[src/rtl/spi_sd_pkg.sv]
// Shared types and constants for the SD-card SPI initiator.
// Holds the transfer FSM state type and the idle level of the data line.
package spi_sd_pkg;

    typedef enum logic [1:0] {
        IDLE = 2'd0,
        LOW  = 2'd1,
        HIGH = 2'd2,
        DONE = 2'd3
    } spi_state_t;

    localparam logic SPI_IDLE_MOSI = 1'b1;

endpackage

[src/rtl/spi_sd_master_if.sv]
// Host-side byte stream of the SD-card SPI initiator.
// The host drives through the master modport; the SPI block uses the slave modport.
interface spi_sd_master_if;

    logic       slow;
    logic       cs_req;
    logic       tx_valid;
    logic       tx_ready;
    logic [7:0] tx_data;
    logic       rx_valid;
    logic [7:0] rx_data;
    logic       busy;

    modport master (
        output slow, cs_req, tx_valid, tx_data,
        input  tx_ready, rx_valid, rx_data, busy
    );

    modport slave (
        input  slow, cs_req, tx_valid, tx_data,
        output tx_ready, rx_valid, rx_data, busy
    );

endinterface

[src/rtl/spi_act_timer.sv]
// Activity hold timer for the disk LED: restarts on any mosi/miso edge and
// keeps act high for ACT_TICKS clk_sys cycles after the last edge.
module spi_act_timer #(
    parameter int unsigned ACT_TICKS = 2000000
) (
    input  logic clk_sys,
    input  logic reset_n,
    input  logic mosi,
    input  logic miso,
    output logic act
);
    import spi_sd_pkg::*;

    localparam int unsigned TW = ($clog2(ACT_TICKS + 1) > 21) ? $clog2(ACT_TICKS + 1) : 21;
    localparam logic [TW-1:0] TICKS = TW'(ACT_TICKS);

    logic          mosi_d_r;
    logic          miso_d_r;
    logic [TW-1:0] timer_r;
    logic          act_r;
    logic          edge_s;
    logic [TW-1:0] timer_nxt_s;

    // Next timer value: clear on a line edge, otherwise count up and saturate.
    always_comb begin
        edge_s      = (mosi ^ mosi_d_r) | (miso ^ miso_d_r);
        timer_nxt_s = timer_r;
        if (edge_s) begin
            timer_nxt_s = {TW{1'b0}};
        end else if (timer_r < TICKS) begin
            timer_nxt_s = timer_r + TW'(1);
        end else begin
            timer_nxt_s = timer_r;
        end
    end

    // Line history, timer state and registered activity flag.
    always_ff @(posedge clk_sys or negedge reset_n) begin
        if (!reset_n) begin
            mosi_d_r <= SPI_IDLE_MOSI;
            miso_d_r <= 1'b1;
            timer_r  <= TICKS;
            act_r    <= 1'b0;
        end else begin
            mosi_d_r <= mosi;
            miso_d_r <= miso;
            timer_r  <= timer_nxt_s;
            act_r    <= (timer_nxt_s < TICKS);
        end
    end

    assign act = act_r;

endmodule

[src/rtl/spi_sd_master.sv]
// Byte-oriented SPI mode-0 initiator for the SD-card link (MSB first, full duplex).
// Optional activity LED timer is built only when SPI_ACT_LED_EN is defined.
module spi_sd_master #(
    parameter int unsigned FAST_HALF = 2,
    parameter int unsigned SLOW_HALF = 75,
    parameter int unsigned ACT_TICKS = 2000000
) (
    input  logic             clk_sys,
    input  logic             reset_n,
    spi_sd_master_if.slave   host,
    output logic             sck,
    output logic             mosi,
    output logic             ss_n,
    input  logic             miso,
    output logic             act
);
    import spi_sd_pkg::*;

    localparam int unsigned MAX_HALF = (FAST_HALF > SLOW_HALF) ? FAST_HALF : SLOW_HALF;
    localparam int unsigned CW       = (MAX_HALF > 1) ? $clog2(MAX_HALF) : 1;
    // Counters hold half-1, so CW bits cover every legal half-period.
    localparam logic [CW-1:0] FAST_M1 = CW'(FAST_HALF - 1);
    localparam logic [CW-1:0] SLOW_M1 = CW'(SLOW_HALF - 1);

    spi_state_t    state_r;
    logic [CW-1:0] cnt_r;
    logic [CW-1:0] half_m1_r;
    logic [2:0]    bit_r;
    logic [7:0]    shreg_r;
    logic [7:0]    cap_r;
    logic          sck_r;
    logic          mosi_r;
    logic          ss_n_r;
    logic          tx_ready_r;
    logic          rx_valid_r;
    logic [7:0]    rx_data_r;
    logic          busy_r;

    // Transfer FSM: handshake, SCK generation, shift-out on falls, capture on rises.
    always_ff @(posedge clk_sys or negedge reset_n) begin
        if (!reset_n) begin
            state_r    <= IDLE;
            cnt_r      <= {CW{1'b0}};
            half_m1_r  <= {CW{1'b0}};
            bit_r      <= 3'd0;
            shreg_r    <= 8'h00;
            cap_r      <= 8'h00;
            sck_r      <= 1'b0;
            mosi_r     <= SPI_IDLE_MOSI;
            ss_n_r     <= 1'b1;
            tx_ready_r <= 1'b0;
            rx_valid_r <= 1'b0;
            rx_data_r  <= 8'h00;
            busy_r     <= 1'b0;
        end else begin
            rx_valid_r <= 1'b0;
            case (state_r)
                IDLE: begin
                    ss_n_r <= ~host.cs_req;
                    if (host.tx_valid && tx_ready_r) begin
                        shreg_r    <= host.tx_data;
                        half_m1_r  <= host.slow ? SLOW_M1 : FAST_M1;
                        cnt_r      <= host.slow ? SLOW_M1 : FAST_M1;
                        bit_r      <= 3'd7;
                        mosi_r     <= host.tx_data[7];
                        tx_ready_r <= 1'b0;
                        busy_r     <= 1'b1;
                        state_r    <= LOW;
                    end else begin
                        tx_ready_r <= 1'b1;
                    end
                end
                LOW: begin
                    if (cnt_r == {CW{1'b0}}) begin
                        sck_r   <= 1'b1;
                        cap_r   <= {cap_r[6:0], miso};
                        cnt_r   <= half_m1_r;
                        state_r <= HIGH;
                    end else begin
                        cnt_r <= cnt_r - CW'(1);
                    end
                end
                HIGH: begin
                    if (cnt_r == {CW{1'b0}}) begin
                        sck_r <= 1'b0;
                        if (bit_r == 3'd0) begin
                            state_r <= DONE;
                        end else begin
                            shreg_r <= {shreg_r[6:0], 1'b0};
                            mosi_r  <= shreg_r[6];
                            bit_r   <= bit_r - 3'd1;
                            cnt_r   <= half_m1_r;
                            state_r <= LOW;
                        end
                    end else begin
                        cnt_r <= cnt_r - CW'(1);
                    end
                end
                DONE: begin
                    rx_data_r  <= cap_r;
                    rx_valid_r <= 1'b1;
                    mosi_r     <= SPI_IDLE_MOSI;
                    busy_r     <= 1'b0;
                    state_r    <= IDLE;
                end
                default: begin
                    sck_r   <= 1'b0;
                    mosi_r  <= SPI_IDLE_MOSI;
                    busy_r  <= 1'b0;
                    state_r <= IDLE;
                end
            endcase
        end
    end

    assign sck           = sck_r;
    assign mosi          = mosi_r;
    assign ss_n          = ss_n_r;
    assign host.tx_ready = tx_ready_r;
    assign host.rx_valid = rx_valid_r;
    assign host.rx_data  = rx_data_r;
    assign host.busy     = busy_r;

`ifdef SPI_ACT_LED_EN
    logic act_s;

    spi_act_timer #(
        .ACT_TICKS (ACT_TICKS)
    ) u_act_timer (
        .clk_sys (clk_sys),
        .reset_n (reset_n),
        .mosi    (mosi_r),
        .miso    (miso),
        .act     (act_s)
    );

    assign act = act_s;
`else
    assign act = 1'b0;
`endif

endmodule

[src/flat_wrapper.sv]
// flat-port wrapper written by rule: the top's interface ports become plain ports
module spi_sd_master_flat import spi_sd_pkg::*;
#(
    parameter int unsigned FAST_HALF = 2,
    parameter int unsigned SLOW_HALF = 75,
    parameter int unsigned ACT_TICKS = 2000000
)
  (clk_sys, reset_n, sck, mosi, ss_n, miso, act, host_slow, host_cs_req, host_tx_valid, host_tx_data, host_tx_ready, host_rx_valid, host_rx_data, host_busy);
  spi_sd_master_if host_i ();
  input  logic clk_sys;
  input  logic reset_n;
  output logic sck;
  output logic mosi;
  output logic ss_n;
  input  logic miso;
  output logic act;
  input wire logic [$bits(host_i.slow)-1:0] host_slow;
  input wire logic [$bits(host_i.cs_req)-1:0] host_cs_req;
  input wire logic [$bits(host_i.tx_valid)-1:0] host_tx_valid;
  input wire logic [$bits(host_i.tx_data)-1:0] host_tx_data;
  output wire logic [$bits(host_i.tx_ready)-1:0] host_tx_ready;
  output wire logic [$bits(host_i.rx_valid)-1:0] host_rx_valid;
  output wire logic [$bits(host_i.rx_data)-1:0] host_rx_data;
  output wire logic [$bits(host_i.busy)-1:0] host_busy;
  assign host_i.slow = host_slow;
  assign host_i.cs_req = host_cs_req;
  assign host_i.tx_valid = host_tx_valid;
  assign host_i.tx_data = host_tx_data;
  assign host_tx_ready = host_i.tx_ready;
  assign host_rx_valid = host_i.rx_valid;
  assign host_rx_data = host_i.rx_data;
  assign host_busy = host_i.busy;
  spi_sd_master #(.FAST_HALF(FAST_HALF), .SLOW_HALF(SLOW_HALF), .ACT_TICKS(ACT_TICKS)) u_core (.clk_sys(clk_sys), .reset_n(reset_n), .host(host_i), .sck(sck), .mosi(mosi), .ss_n(ss_n), .miso(miso), .act(act));
endmodule
[config.mk]
export PLATFORM = sky130hd
export DESIGN_NAME = spi_sd_master_flat
export DESIGN_NICKNAME = d
export VERILOG_FILES = /design/src/rtl/spi_sd_pkg.sv /design/src/rtl/spi_sd_master_if.sv /design/src/rtl/spi_act_timer.sv /design/src/rtl/spi_sd_master.sv /design/src/flat_wrapper.sv
export SDC_FILE = /design/constraint.sdc
export NUM_CORES = 1
export LEC_CHECK = 0
export CORE_MARGIN = 1.5
export CORE_UTILIZATION = 35
export DETAILED_ROUTE_END_ITERATION = 8
export MAX_ROUTING_LAYER = met4
export PLACE_DENSITY_LB_ADDON = 0.1
export SKIP_CTS_REPAIR_TIMING = 1
export SYNTH_ARGS = -nofsm -noshare
export SYNTH_HDL_FRONTEND = slang
export SYNTH_HIERARCHICAL = 1
export SYNTH_SLANG_ARGS = --single-unit
export TNS_END_PERCENT = 5
[constraint.sdc]
create_clock -name clk_sys -period 3 [get_ports clk_sys]
set_clock_uncertainty 0.2 [all_clocks]
set_input_delay 0.6 -clock clk_sys [delete_from_list [all_inputs] [get_ports clk_sys]]
set_output_delay 0.6 -clock clk_sys [all_outputs]
set_load 0.02 [all_outputs]
# ---- Yosys cells after proc, flatten, opt, wreduce, memory -nomap -nowiden
# Cells that the tools add are included.
dict set report word_totals {
  inputBits 14
  out_inout_bits 15
  reg_bits 48
  word_cells 71
}
dict set report op_classes {
  addsub 2
  muxes 30
  bitwise_logic 1
  eq_ne 8
  reduce_logical 17
}
# operator n
set ops {}
lappend ops {{$mux W7} 8}
lappend ops {{$pmux W7 S3} 1}
lappend ops {{$pmux W7 S2} 1}
lappend ops {{$mux W3} 3}
lappend ops {{$reduce_and A3 Y1} 3}
lappend ops {{$mux W1} 8}
lappend ops {{$mux W2} 4}
lappend ops {{$pmux W2 S4} 1}
lappend ops {{$reduce_and A4 Y1} 2}
lappend ops {{$logic_not A7 Y1} 1}
lappend ops {{$sub A7 B1 Y7 const B} 1}
lappend ops {{$ne A2 B1 Y1 const B} 3}
lappend ops {{$pmux W3 S2} 1}
lappend ops {{$reduce_and A2 Y1} 3}
lappend ops {{$reduce_bool A2 Y1} 3}
lappend ops {{$reduce_bool A3 Y1} 2}
lappend ops {{$eq A2 B2 Y1 const B} 2}
lappend ops {{$pmux W1 S2} 2}
lappend ops {{$logic_not A3 Y1} 1}
lappend ops {{$ne A3 B3 Y1 const B} 1}
lappend ops {{$pmux W1 S3} 1}
lappend ops {{$sub A3 B1 Y3 const B} 1}
lappend ops {{$eq A2 B1 Y1 const B} 1}
lappend ops {{$logic_not A2 Y1} 1}
lappend ops {{3 further kinds} 3}

# ---- Logic depth before layout (Yosys ltp)
# Gate-level depths: netlist of the first run.
dict set report logic_depth {
  ltp_word 4
  depth_mapped 7
  ltp_nobuf 6
}

# ---- Worst setup path after synthesis of the first run
# OpenSTA, ideal clock, no wires.
dict set report synth_path {
  path_kind {reg-to-reg}
  start {register u_core.state_r[0]}
  end {register u_core.bit_r[0]}
  path_buffers 1
  setup_ns 0.125
  path_stages_with_launch 8
  synth_period_minus_slack_ns 2.155
  t_arrival_ns 1.830
  t_required_ns 2.675
  slack_ns 0.845
  cell_sequence {dfrtp_1 -> inv_1 -> ha_1 -> buf_2 -> nand3b_1 -> nand2_1 -> nor2_2 -> mux2_2}
}
dict set report synth_between {
  elab_chain_len 3
  word_cells_on_any_way 8
  classes_between {eq/ne (4); mux (1); reduce/logical (3)}
}
# element line
set synth_rtl {}
lappend synth_rtl {{start, declared} spi_sd_master.sv:25} ;# spi_state_t state_r;
lappend synth_rtl {{start signal, assigned} spi_sd_master.sv:42} ;# state_r <= IDLE;
lappend synth_rtl {{start signal, assigned} spi_sd_master.sv:68} ;# state_r <= LOW;
lappend synth_rtl {{start signal, assigned} spi_sd_master.sv:78} ;# state_r <= HIGH;
lappend synth_rtl {{$eq A2 B2 Y1 / $logic_not A2 Y1 (equally long branches)} spi_sd_master.sv:57} ;# case (state_r)
lappend synth_rtl {{$ne A2 B1 Y1 (no source line), or another cell as far along} -}
lappend synth_rtl {{$reduce_and A4 Y1 (no source line)} -}
lappend synth_rtl {{end signal, assigned} spi_sd_master.sv:91} ;# bit_r <= bit_r - 3'd1;
lappend synth_rtl {{end, declared} spi_sd_master.sv:28} ;# logic [2:0] bit_r;
# Parallel ways exist; a longest one is shown, timed or not.
# A chain may end at the register's enable or synchronous reset.

# ---- Worst setup path after layout of the first run
dict set report layout_path {
  start {register u_core.cnt_r[0]}
  end {register u_core.shreg_r[2]}
}
dict set report layout_between {
  elab_chain_len 3
}
# element line
set layout_rtl {}
lappend layout_rtl {{start, declared} spi_sd_master.sv:26} ;# logic [CW-1:0] cnt_r;
lappend layout_rtl {{start signal, assigned} spi_sd_master.sv:43} ;# cnt_r <= {CW{1'b0}};
lappend layout_rtl {{start signal, assigned} spi_sd_master.sv:63} ;# cnt_r <= host.slow ? SLOW_M1 : FAST_M1;
lappend layout_rtl {{start signal, assigned} spi_sd_master.sv:77} ;# cnt_r <= half_m1_r;
lappend layout_rtl {{$logic_not A7 Y1} spi_sd_master.sv:84} ;# if (cnt_r == {CW{1'b0}}) begin
lappend layout_rtl {{$ne A2 B1 Y1 (no source line)} -}
lappend layout_rtl {{$reduce_and A4 Y1 (no source line)} -}
lappend layout_rtl {{end signal, assigned} spi_sd_master.sv:61} ;# shreg_r <= host.tx_data;
lappend layout_rtl {{end signal, assigned} spi_sd_master.sv:89} ;# shreg_r <= {shreg_r[6:0], 1'b0};
lappend layout_rtl {{end, declared} spi_sd_master.sv:29} ;# logic [7:0] shreg_r;
# Every way passes these cells.

==> results.txt, run 1 <==
----------------------------------------------------
[Synthesis]
  Cell Area, Synth ... 2190 um2
  Number of storage elements in the synthesis netlist ... 43
  EDFF count, synth ... 0
  Cells after synthesis ... 178
  Most frequently used flop master after synthesis ... sky130_fd_sc_hd__dfrtp_1
  Top cells by area in the synthesized netlist ... sky130_fd_sc_hd__dfrtp_1 (47%), sky130_fd_sc_hd__mux2_2 (12%), sky130_fd_sc_hd__mux2_4 (5.5%)
  Async SR Flop Fraction ... 100%
  Top-area cell type share of the netlist area ... 46.9%
  Count of warnings emitted by yosys ... 6
  Total nets after synthesis ... between 200 and 250
  Yosys top cell by area ... sky130_fd_sc_hd__dfrtp_1
  Sequential-to-total area share from yosys stat ... 49.3%
  Number of distinct library cells after synthesis ... 50
  Avg Synthesized Cell Area ... between 10 and 15 um2

[Timing]
  Final setup vio count ... 0
  Final TNS setup ... 0 ns
  Unrepaired setup endpoints after global routing ... no
  Period Utilization, post-route ... 83.4%
  Normalized max-slew margin ... 36.1%
  Final hold vios ... 0
  Tightest Pin Transition ... 0.958 ns
  Pins over their slew limit ... 0
  Final period demand of the worst path ... 2.50 ns
  Max Fclk ... 400 MHz

[Drt]
  DRC violation count after routing ... 0
  Total via count after detailed routing ... around 1500
  Vias/cell ... 5.20
  Average wire per standard cell ... 15.0 um
  Drt first-iter violations ... just over 50
  Iteration count of the initial detailed-routing pass ... 4
  Antenna Nets Post-Route ... 0
  Total routed wirelength ... between 4 and 5 mm

[Critical path]
  R2r worst-path depth ... 6
  Critical Setup Path Class ... reg -> reg
  Category of the worst setup path capture point ... flip-flop
  Category of the worst setup path launch point ... flip-flop
  Required time of the critical path ... 2.98 ns
  CP Data Arrival Time ... 2.48 ns
  Largest fanout on the critical path ... 8

[Cells and area]
  Most common cell after layout, fill and taps aside ... sky130_fd_sc_hd__dfrtp_1
  Diode insertion count for antenna repair ... 0
  Final nets ... 232
  Share of layout cells above drive strength 1 ... between 20% and 30%
  Post-synthesis to final-layout area growth ... 22.0%
  Final core utilization ... 44.5%
  Commonest non-fill, non-tap cells in the layout ... sky130_fd_sc_hd__dfrtp_1 (41), sky130_fd_sc_hd__clkdlybuf4s50_1 (26), sky130_fd_sc_hd__mux2_2 (23)

[Global route]
  Maximum number of pins on one net before global-route repair ... 44
  Vias in the first global route ... 1501
  Fraction of met3 tracks used by global routing ... ~3.8%
  Met1 GRT Util ... between 10% and 20%
  Antenna violations before repair ... 0
  Global routing usage summed across all routing layers ... between 10% and 20%
  Total global routing overflow ... 0
  Global-route wire length before repair ... 7.16 mm
  Layer carrying the most global-route usage ... met2
  Global-route track usage on met2 ... 23.2%

[Die]
  X dimension of the die ... 82.1 um
  Starting utilization of the core area ... 36.5%
  Placeable core area ... 5990 um2
  Number of core rows ... 28
  DIE AREA ... 6730 um2
  Ports placed on the boundary ... 29
  Die Y ... 82.1 um

[Clock tree]
  Buffers from clock root to sink, at most ... 2
  Clock Latency Late Sink ... 0.29 ns
  Total number of H-tree levels ... 2
  Total clock buffers created by CTS ... 5
  Clock tree sinks ... 43
  Reg clk slew, reported paths ... 0.08 ns
  TritonCTS clock tree ... done
  Library cell used as clock root buffer ... sky130_fd_sc_hd__clkbuf_8

[Placement]
  Number of I/O port buffers ... 27
  RePlAce Congestion ... around 0.85
  Total half-perimeter wirelength after legalization and detailed placement ... approximately 3.0 mm

[Pwr]
  Static power due to leakage ... 1.20 nW
  Worst supply voltage drop on vdd ... ~0.38 mV
  Power per cell area ... 1030 nW/um2
  Switching fraction of total power ... a little under two fifths
  Clock network power share ... 19.3%
  Internal Power ... 1.74 mW
  Part of the total power dissipated in combinational logic ... 46.1%
  Share of total power in sequential cells ... 34.6%
  Net Sw Power ... 1.01 mW

[Worst hold path]
  Path category of the worst min-delay check ... in -> async

[Status]
  Run status ... finished, final reports clean

[Job]
  Maximum capacitance violations ... 0

----------------------------------------------------
[worst max-delay path: stages, from the launching register on]
cell                      delay [ns]
sky130_fd_sc_hd__dfrtp_1        0.42
sky130_fd_sc_hd__inv_1          0.10
sky130_fd_sc_hd__ha_1           0.20
sky130_fd_sc_hd__nor4b_1        0.44
sky130_fd_sc_hd__a31oi_1        0.25
sky130_fd_sc_hd__nor2_2         0.38
sky130_fd_sc_hd__mux2_2         0.39
[registers in the layout, indices dropped and copies added (netlist names), 2 cells and up]
name	cells
u_core/bit_r	3
u_core/state_r	2
u_core/host.rx_data	8
u_core/half_m1_r	2
u_core/shreg_r	7
u_core/cap_r	8
u_core/cnt_r	7
[layer usage]
| metal | vias up | wire length [um] |
|---|---|---|
| li1 | 712 | - |
| met1 | 741 | 2010 |
| met2 | 25 | 2040 |
| met3 | 5 | 171 |
| met4 | 0 | 51 |
| met5 | - | 0 |
[logic make-up after synthesis]
group	Yosys count	share of synthesized area [%]
AO/OA/AOI/OAI	34	12.3
adder cells (fa/ha/maj)	9	5.15
buffers and inverters	13	2.52
flip-flops	43	49.3
multiplexers	33	18.2
other	1	0.171
AND/OR/NAND/NOR	45	12.3
[layout make-up]
| type | count | area [um2] |
|---|---|---|
| clock buffer | 6 | 72.6 |
| clock inverter | 2 | 60.1 |
| fill | 557 | 3320 |
| inverter | 8 | 30.0 |
| multi-input combinational | 122 | 1050 |
| sequential | 43 | 1080 |
| tap | 75 | 93.8 |
| timing repair buffer | 29 | 280 |
[power by group through the flow]
stage / sequential, mW / combinational [mW] / clock [mW]
floorplan: 0.988 / 0.888 / 0
global placement: 0.954 / 1.24 / 0
detailed placement: 0.961 / 1.27 / 0
CTS: 0.952 / 1.28 / 0.547
global route: 0.983 / 1.39 / 0.572
finish: 0.953 / 1.27 / 0.532
[Yosys cell counts, types with 3 or more instances]
cell type and number:
sky130_fd_sc_hd__nand2_1 9, sky130_fd_sc_hd__inv_1 8, sky130_fd_sc_hd__o21ai_0 5, sky130_fd_sc_hd__mux2_4 8, sky130_fd_sc_hd__dfrtp_1 41, sky130_fd_sc_hd__ha_1 9, sky130_fd_sc_hd__nor2b_1 3, sky130_fd_sc_hd__mux2_2 23
sky130_fd_sc_hd__nor2_1 7, sky130_fd_sc_hd__a21oi_1 5, sky130_fd_sc_hd__a211oi_1 3, sky130_fd_sc_hd__nand3b_1 4, sky130_fd_sc_hd__nor3_1 4
[through the flow]
stage | setup slack (ns) | power [mW] | instance area (um2) | cells | hold slack (ns)
2_1_floorplan | 0.845 | 1.88 | 2190 | 178 | 0.104
3_3_place_gp | 0.511 | 2.20 | 2540 | 277 | 0.251
3_5_place_dp | 0.451 | 2.23 | 2540 | 277 | 0.266
4_1_cts | 0.508 | 2.78 | 2670 | 285 | 0.276
5_1_grt | 0.300 | 2.95 | 2670 | 285 | 0.288
6_report | 0.499 | 2.75 | 2670 | 285 | 0.254
[path summary, 6_finish.rpt]
check | start | endpoint | slack, ns
max | u_core/cnt_r[0] | u_core/shreg_r[2] | 0.50
min in group clk_sys | u_core/mosi | u_core/mosi | 0.27
max in group asynchronous | reset_n | u_core/cap_r[1] | 1.76
max reg2reg | u_core/cnt_r[0] | u_core/shreg_r[2] | 0.50
min reg2reg | u_core/mosi | u_core/mosi | 0.27
min | reset_n | u_core/cnt_r[1] | 0.25
Note: power is estimated with default switching activity, not from simulation.
==> inputs of run 2 (changes only) <==
==> constraint.sdc (replaced) <==
create_clock -name clk_sys -period 2.35 [get_ports clk_sys]
set_clock_uncertainty 0.2 [all_clocks]
set_input_delay 0.47 -clock clk_sys [delete_from_list [all_inputs] [get_ports clk_sys]]
set_output_delay 0.47 -clock clk_sys [all_outputs]
set_load 0.02 [all_outputs]
==> run 2 against run 1 <==
Against the previous run: via count is 2.8% higher; non-clock buffer count increased by 12; cell area up 4.1%; critical path depth is the same; combinational power rose by 38%.
==> results.txt, run 2 (synthesis results as in run 1) <==
----------------------------------------------------
[Clock tree]
  Library cell used as clock root buffer ... sky130_fd_sc_hd__clkbuf_8
  Clock Latency Late Sink ... 0.29 ns
  Reg clk slew, reported paths ... 0.08 ns
  Clock tree sinks ... 43
  Total number of H-tree levels ... 2
  Total clock buffers created by CTS ... 5
  TritonCTS clock tree ... done
  Buffers from clock root to sink, at most ... 2

[Cells and area]
  Post-synthesis to final-layout area growth ... 27.0%
  Fill cell count ... between 500 and 600
  Share of layout cells above drive strength 1 ... 29.7%
  Commonest non-fill, non-tap cells in the layout ... sky130_fd_sc_hd__dfrtp_1 (41), sky130_fd_sc_hd__clkdlybuf4s50_1 (26), sky130_fd_sc_hd__mux2_2 (23)
  Most common cell after layout, fill and taps aside ... sky130_fd_sc_hd__dfrtp_1
  Final nets ... approximately 240
  Diode insertion count for antenna repair ... 0
  Filler-free cell count of the finished design ... 297

[Global route]
  Vias in the first global route ... about 1500
  Global-route wire length before repair ... 7.35 mm
  Global routing usage summed across all routing layers ... 15.0%
  Total global routing overflow ... 0
  Antenna violations before repair ... 0
  Maximum number of pins on one net before global-route repair ... 17

[Die]
  Die Y ... 82.1 um
  Starting utilization of the core area ... 36.5%
  DIE AREA ... 6730 um2
  Number of core rows ... 28
  Ports placed on the boundary ... 29
  X dimension of the die ... 82.1 um
  Placeable core area ... 5990 um2

[Placement]
  Total half-perimeter wirelength after legalization and detailed placement ... 3.24 mm
  Number of I/O port buffers ... 27
  Cell total after placement ... between 200 and 300
  RePlAce Congestion ... 0.844

[Drt]
  Total routed wirelength ... 4.45 mm
  Iteration count of the initial detailed-routing pass ... 4
  Total via count after detailed routing ... ~1500
  Drt first-iter violations ... 30
  DRC violation count after routing ... 0
  Routed wl met2 ... 2.18 mm
  Routed met3 length ... between 150 and 200 um
  Antenna Nets Post-Route ... 0
  Uppermost layer routed ... met4
  Routed length on met1 ... 2.06 mm
  Vias/cell ... 5.13
  Average wire per standard cell ... 15.0 um

[Timing]
  Final TNS setup ... 0 ns
  Normalized max-slew margin ... 66.1%
  Unrepaired setup endpoints after global routing ... no
  Pins over their slew limit ... 0
  Final period demand of the worst path ... 2.19 ns
  Period Utilization, post-route ... between 90% and 100%
  Max Fclk ... 457 MHz
  Final setup vio count ... 0
  Tightest Pin Transition ... roughly 0.51 ns
  Final hold vios ... 0

[Worst hold path]
  Path category of the worst min-delay check ... reg -> reg

[Critical path]
  R2r worst-path depth ... 6
  Kind of cell adding the most delay to the critical path ... simple AND/OR/NAND/NOR gates
  Count of buffering cells on the critical path with inverters included ... 1
  Critical Setup Path Class ... reg -> reg
  Crit-path slowest cell ... sky130_fd_sc_hd__or4b_4
  Startpoint of the worst-slack reg-to-reg timing path ... u_core/cnt_r[1]
  Category of the worst setup path capture point ... flip-flop
  Critical path destination ... u_core/cap_r[5]
  Worst setup path startpoint ... u_core/cnt_r[1]
  Ordered list of cells on the worst path ... inv_1, ha_1, or4b_4, nor2_4, nand2_4, mux2_4
  Setup slack of the worst register-to-register path ... 0.16 ns
  CP Data Arrival Time ... 2.17 ns
  Cell count along the critical path ... 6
  Largest fanout on the critical path ... 8
  Required time of the critical path ... approximately 2.3 ns
  Slowest Stage Delay on Critical Path ... 0.53 ns
  Category of the worst setup path launch point ... flip-flop
  Worst reg2reg endpoint ... u_core/cap_r[5]

[Pwr]
  Worst supply voltage drop on vdd ... a little over 0.7 mV
  Static power due to leakage ... 1.25 nW
  Power per cell area ... 1310 nW/um2

[Job]
  Maximum capacitance violations ... 0

[Status]
  Run status ... finished, final reports clean

----------------------------------------------------
run 2: changes by cell type in the layout (fill, tap and decap cells not counted):
cell                            before  now
sky130_fd_sc_hd__nor4b_2             0    1
sky130_fd_sc_hd__nor4b_1             2    1
sky130_fd_sc_hd__clkinvlp_4          0    1
sky130_fd_sc_hd__dlygate4sd3_1       0    1
sky130_fd_sc_hd__a31oi_2             0    1
sky130_fd_sc_hd__clkbuf_1            1    0
sky130_fd_sc_hd__a31oi_1             2    1
sky130_fd_sc_hd__buf_4               2   13
run 2: worst min-delay path, cell delays in order, from the launching register on:
cell and delay (ns):
sky130_fd_sc_hd__dfstp_2 0.37, sky130_fd_sc_hd__inv_1 0.04, sky130_fd_sc_hd__mux2i_1 0.06
run 2: final cells by class:
class / count / area [um2] / share of cell area, %
Sequential cell: 43 / 1080 / 38.8
Clock buffer: 5 / 68.8 / 2.48
Timing Repair Buffer: 41 / 373 / 13.4
Clock inverter: 3 / 67.6 / 2.43
Inverter: 8 / 30.0 / 1.08
Tap cell: 75 / 93.8 / 3.38
Multi-Input combinational cell: 122 / 1070 / 38.4
run 2: metal layers:
| metal | up-vias | GRT usage [%] |
|---|---|---|
| met3 | 4 | 3.56 |
| li1 | 741 | - |
| met2 | 34 | 23.4 |
| met4 | 0 | 4.75 |
| met5 | - | - |
| met1 | 746 | 19.2 |
run 2: worst min-delay path by stage:
| stage | cells after the start | slack (ns) | to | from |
|---|---|---|---|---|
| after CTS | 1 | -0.13 | u_core/cnt_r[6] | reset_n |
| final | 2 | 0.27 | u_core/mosi | u_core/mosi |
| after global routing | 2 | 0.30 | u_core/ss_n | u_core/ss_n |
| after detailed placement | 1 | 0.20 | u_core/cnt_r[6] | reset_n |
| after floorplan | 0 | -0.03 | u_core/bit_r[0] | reset_n |
| after global placement | 1 | 0.20 | u_core/cnt_r[6] | reset_n |
run 2: report_power, final:
part           switching (mW)  internal [mW]  total [mW]  leakage (nW)
Combinational           0.878          0.871        1.75         0.658
Clock                   0.257          0.424       0.681        0.0644
Sequential              0.190           1.02        1.21         0.532
Total                    1.33           2.32        3.64          1.25
run 2: through the flow:
stage	worst slack [ns]	hold WS (ns)	total power, mW	cell area (um2)	utilization (%)
2_1_floorplan	0.195	-0.0256	2.39	2190	-
3_3_place_gp	0.117	0.198	2.94	2620	43.7
3_5_place_dp	0.0847	0.198	2.96	2620	43.7
4_1_cts	0.0907	-0.129	3.66	2760	46.0
5_1_grt	0.0270	0.302	3.92	2780	46.4
6_report	0.160	0.273	3.64	2780	46.4
